===== config.mk =====
export PLATFORM = sky130hd
export DESIGN_NAME = bcd_seg_scan
export DESIGN_NICKNAME = d
export VERILOG_FILES = /design/src/rtl/bcd_seg_scan.sv
export SDC_FILE = /design/constraint.sdc
export NUM_CORES = 1
export LEC_CHECK = 0
export ABC_AREA = 1
export BUFFER_PORTS_ARGS = -buffer_cell sky130_fd_sc_hd__buf_2
export CORE_MARGIN = 1
export CORE_UTILIZATION = 40
export CTS_CLUSTER_SIZE = 8
export DETAILED_ROUTE_END_ITERATION = 8
export GPL_TIMING_DRIVEN = 0
export SETUP_SLACK_MARGIN = 0.1
export SLEW_MARGIN = 20
export SYNTH_ARGS = -nofsm -noshare
export SYNTH_HDL_FRONTEND = slang
export SYNTH_SLANG_ARGS = --single-unit

===== constraint.sdc =====
create_clock -name clk -period 1.6 [get_ports clk]
set_clock_uncertainty 0.2 [all_clocks]
set_input_delay 0.24 -clock clk [delete_from_list [all_inputs] [get_ports clk]]
set_output_delay 0.24 -clock clk [all_outputs]
set_load 0.02 [all_outputs]

===== src/rtl/bcd_seg_scan.sv =====
// Multiplexed 4-digit 7-segment driver: holds a packed BCD word and scans it
// round-robin onto active-low segment/anode pins with one dead cycle per slot.

module bcd_seg_dec (
   input  logic [3:0] d,
   input  logic       blank,
   output logic [6:0] seg
);
   always_comb begin
      seg = 7'h3F;
      if (blank) seg = 7'h7F;
      else begin
         case (d)
            4'd0:    seg = 7'h40;
            4'd1:    seg = 7'h79;
            4'd2:    seg = 7'h24;
            4'd3:    seg = 7'h30;
            4'd4:    seg = 7'h19;
            4'd5:    seg = 7'h12;
            4'd6:    seg = 7'h02;
            4'd7:    seg = 7'h78;
            4'd8:    seg = 7'h00;
            4'd9:    seg = 7'h10;
            default: seg = 7'h3F;
         endcase
      end
   end
endmodule

module bcd_seg_scan #(
   parameter int SCAN_DIV = 4
) (
   input  logic        clk,
   input  logic        rst,
   input  logic        load,
   input  logic [15:0] bcd,
   input  logic        blank_lz,
   output logic [6:0]  seg,
   output logic [3:0]  an,
   output logic [1:0]  digit_sel,
   output logic        frame
);
   localparam int NUM_DIG = 4;
   localparam int CW = (SCAN_DIV > 1) ? $clog2(SCAN_DIV) : 1;
   localparam logic [CW-1:0] CNT_MAX = CW'(SCAN_DIV - 1);

   typedef struct packed {
      logic [NUM_DIG-1:0][3:0] dig;
      logic                    lz;
   } hold_t;

   hold_t                   hold;
   logic [CW-1:0]           cnt;
   logic [1:0]              idx;
   logic [NUM_DIG-1:0]      zero;
   logic [NUM_DIG-1:0]      blank;
   logic [NUM_DIG-1:0][6:0] dseg;
   logic                    upz;

   // A digit blanks only when it and every digit above it are zero.
   always_comb begin
      blank = '0;
      upz   = 1'b1;
      for (int i = NUM_DIG - 1; i >= 1; i--) begin
         blank[i] = hold.lz & zero[i] & upz;
         upz      = upz & zero[i];
      end
   end

   genvar g;
   generate
      for (g = 0; g < NUM_DIG; g++) begin : g_dig
         assign zero[g] = (hold.dig[g] == 4'd0);
         bcd_seg_dec u_dec (
            .d     (hold.dig[g]),
            .blank (blank[g]),
            .seg   (dseg[g])
         );
      end
   endgenerate

   always_ff @(posedge clk) begin
      if (rst) begin
         hold      <= '0;
         cnt       <= '0;
         idx       <= 2'd0;
         seg       <= 7'h7F;
         an        <= 4'hF;
         digit_sel <= 2'd0;
         frame     <= 1'b0;
      end else begin
         if (load) hold <= '{dig: bcd, lz: blank_lz};
         if (cnt == CNT_MAX) begin
            cnt <= '0;
            idx <= idx + 2'd1;
         end else begin
            cnt <= cnt + 1'b1;
         end
         // cnt == 0 is the anode dead time that prevents ghosting between slots.
         seg       <= (cnt == '0) ? 7'h7F : dseg[idx];
         an        <= (cnt == '0) ? 4'hF : ~(4'b0001 << idx);
         digit_sel <= idx;
         frame     <= (idx == 2'd3) && (cnt == CNT_MAX);
      end
   end
endmodule


# Word-level counts from Yosys, hierarchy flattened
# Memory sizes are Yosys's and may differ from the RTL's. A register that Yosys moved wholly into a read port is not among the register bits.
# Index checks and enable logic that the tools add are counted.
# Widths: inputs -> output; s select.
# op_classes
n_addsub	2
n_lt_le_gt_ge	1
eq_ne	2
n_shift	1
n_mux	13
n_bitwise	7
n_reduce_logical	7
# ops
cell	count
$mux 4	8
$mux 7	4
$bmux 7 s2	1
$logic_not 4->1	3
$and 1x1->1	6
$add 2x1->2 const B	2
$eq 2x2->1 const B	2
$not 4->4	1
$reduce_or 2->1	2
$shl 1x2->4 const A	1
$lt 2x3->1 const B	1
$logic_not 2->1	1
$logic_and 1x1->1	1
# totals
reg_bits	35
rom_bits	448
inputBits	20
word_cells	48
n_memories	4
# memory_table
name	words	width	read_ports	rd_ports_with_merged_regs	write_ports	line	rtl
(name not given)	16	7	1	1	0	13	case (d)
(name not given)	16	7	1	1	0	13	
(name not given)	16	7	1	1	0	13	
(name not given)	16	7	1	1	0	13	

# Depth between registers and ports, before layout
# depth
ltp_word	6
mapped_depth	11

# Cells and area by module
# A second synthesis with hierarchy kept.
# unflattened
hier_cells	342
area_unflattened_um2	2205.9
# modules_own_cells
module	instances	cells_per_inst	area_each_um2	seq_area_each_um2
bcd_seg_scan	1	194	1420.1	700.7
bcd_seg_dec	4	37	196.4	0.0

# Worst setup path after synthesis
# Ideal clock, no wire load.
# synth_timing
kind	input -> register
from	in load
to	reg with a tool-made name
arrival_ns	1.434
t_required_ns	1.283
setup_slack_ns	-0.152
cell_stages	10
cell_sequence	buf_6 inv_4 buf_6 or2_1 nand3_2 inv_1 ha_1 or2_1 nand3_1 nand2_1
# synth_rtl
item	line	rtl
start: declaration	35	input logic load,

==> summary.md <==
| Metric | Value |
|---|---|
| Core footprint | about 7300 sq um |
| Synth Flop Type | dfxtp_1 |
| Number of global-route vias before repair | 2,326 |
| Max-Cap Viols | 0 |
| Tmin final | roughly 1.5 ns |
| R2R cell count | 7 |
| Slew headroom | ~75% |
| Worst vdd ir | ~0.50 mV |
| Buffers on Ports | 32 |
| First-pass GRT wire length | 10.87 mm |
| Synth area leaders | dfxtp_1 (42%), nand2_1 (12%), ha_1 (12%), nor2_1 (8.2%), inv_1 (4.6%) |
| Clock sink count | 63 |
| Number of routed nets with antenna violations | 0 |
| Setup crit end kind | register |
| Inserted Clock Buffers | 9 |
| Mapped Cells | 393 |
| Largest net degree at the start of global routing | 12 |
| RSZ-0062 raised after global routing | true |
| Die width | between 80 and 90 um |
| Via density | between 4 and 5 |
| Crit path max fanout | 2 |
| Std cell rows | 31 |
| DRC viols | 0 |
| Seq/Total Area, Yosys | between 40% and 50% |
| Fin nets | 501 |
| Crit Path Class | reg -> reg |
| Worst Setup Start Kind | register |
| Layout cells sized above 1 | 33.84% |
| Total gr overflow | 0 |
| Setup violations, final | 0 |
| Tot GR Track Use | between 10% and 20% |
| Hold Path Cell Cnt | 3 |
| Mapped Avg Cell Area | around 7.7 sq um |
| Cell Area, Synth | around 3000 sq um |
| Most numerous cell in the Yosys netlist | nand2_1 |
| Syn_nets | 441 |
| Post-layout util | approximately 55% |
| Critical Path AT | between 1.5 and 2 ns |
| Worst-Margin Slew | 0.3722 ns |
| Final Wtd Congestion | between 0.8 and 0.9 |
| Yosys top cell area share | between 40% and 50% |
| Max Buffers Root-to-Sink | 2 |
| Fin. max-slew vios | 0 |
| Final period utilization | 95.78% |
| Crit path required time | between 1.5 and 2 ns |
| Number of flops mapped to enable cells by yosys | 0 |
| Vias | about 2,500 |
| Async set-reset flop share out of synthesis | 0% |
| Status | complete, no violations |
| Yosys top cell by area | dfxtp_1 |
| Height of the die | approximately 89 um |
| Clk_lat worst skew | around 0.33 ns |
| DP Wirelength | roughly 4.6 mm |
| Top post-synthesis cells by count | nand2_1 (94), nor2_1 (66), dfxtp_1 (63), inv_1 (37), ha_1 (28) |
| TritonCTS clock tree | built |
| HP Class | in -> reg |
| FF+latch count, synth | 63 |
| Area grow syn2layout | 32.35% |
| Pwr dens | 1033 nW/um^2 |
| Die Area | approximately 7900 sq um |
| Reg area | between 1000 and 1500 sq um |
| Register clock-pin slew on the reported worst setup and hold paths | 0.07 ns |
| Hold Fails Final Rpt | 0 |
| Non-filler cells, final | roughly 560 |
| Drt pass-1 iters | 4 |
| Synth unique cells | 27 |
| Antenna violations before repair | 0 |
| Ant. Diodes | 0 |
| Initial drt markers | ~110 |
| Dpl cells | approximately 520 |
| Leak | between 1.5 and 2 nW |
| CTS Root Cell | clkbuf_8 |
| Final WL | roughly 6.9 mm |
| Htree depth | 3 |
| Multi-input logic area | between 1500 and 2000 sq um |
| # fillers | 680 |
| Effective utilization at floorplan | around 41% |
| Synthesis warning total | 0 |
| WL per Instance | 12.36 um |
| Fmax | ~0.65 GHz |
| Ports | 34 |
-- per-stage QoR --
step | setup TNS (ns) | setup WS, ns | hold WS (ns) | power (mW) | area (sq um)
finish | 0 | 0.06751 | 0.03302 | 4.115 | 3983
global route | 0 | 0.02759 | 0.05207 | 4.320 | 3983
CTS | 0 | 0.08013 | 0.004925 | 4.027 | 3722
detailed placement | -4.698 | -0.2681 | 0.2456 | 2.431 | 3338
global placement | -4.601 | -0.2790 | 0.2305 | 2.420 | 3338
floorplan | -0.2100 | -0.08301 | 0.1749 | 2.262 | 3054
-- layer usage --
metal	global-route usage, %	up-vias	share of wire (%)
met1	24.47	1122	48
li1	-	1333	-
met4	8.504	0	1.5
met3	3.078	10	3.0
met2	29.65	56	47
met5	0	-	0
-- worst max-delay path, stage by stage (launching register included) --
cell and delay (ns):
dfxtp_2 0.33, or2_4 0.25, nand3_4 0.08, inv_4 0.05
ha_4 0.15, or2_4 0.25, nand3_2 0.06, nand2_1 0.05
-- placed cells by master (no fill, tap or decap), types with 2 or more instances in the layout --
master / count
nor2_2: 5
inv_4: 5
buf_2: 34
dfxtp_1: 58
or2_1: 6
inv_1: 29
nand3_1: 18
ha_4: 10
nand2_1: 86
nand3_2: 2
nand2_2: 14
ha_1: 15
bufinv_16: 2
buf_4: 13
a21oi_1: 11
o21ai_1: 9
nor2_1: 62
nand3_4: 10
buf_6: 6
clkbuf_1: 2
or2_4: 6
ha_2: 3
inv_2: 13
dfxtp_2: 4
o211ai_1: 2
dlygate4sd3_1: 2
o21ai_0: 3
o21ai_2: 7
clkbuf_8: 11
-- repair_timing --
item / in CTS / in global routing
setup endpoints to repair: 24 / 29
hold buffers: 2 / 0
pin swaps: 6 / 17
endpoints found under the hold margin: 2 / 0
resized for setup: 18 / 59
buffers inserted: 9 / 6
-- cell type report --
| type | instances | area share (%) |
|---|---|---|
| flip-flops and latches | 63 | 31.89 |
| multi-input cells | 273 | 44.36 |
| inverters | 48 | 5.027 |
| plain buffers | 9 | 2.262 |
| clock inverters | 3 | 1.634 |
| well taps | 99 | 3.110 |
| clock buffers | 13 | 3.990 |
| repair buffers | 49 | 7.729 |
-- worst paths after layout --
kind	start	endpoint	slack, ns
worst max register to register	hold[6]	register	0.07
worst max-delay path	hold[6]	register	0.07
worst min register to register	cnt[0]	cnt[0]	0.25
worst min-delay path	bcd[11]	hold[12]	0.03
-- report_power, final --
group	internal (mW)	switching, mW	total [mW]
sequential	1.73	0.0565	1.78
clock	0.962	0.603	1.57
combinational	0.307	0.459	0.767
-- logic make-up (layout without fill, tap and decap cells) --
kind of cell | Yosys count | count (layout) | share of synthesized area, %
adders and majority gates | 28 | 28 | 11.64
buffers and inverters | 57 | 122 | 8.315
and+or+nand+nor | 211 | 211 | 31.31
DFF | 63 | 63 | 41.91
AOI/OAI and AO/OA | 34 | 34 | 6.819
(Power assumes the default switching activity.)
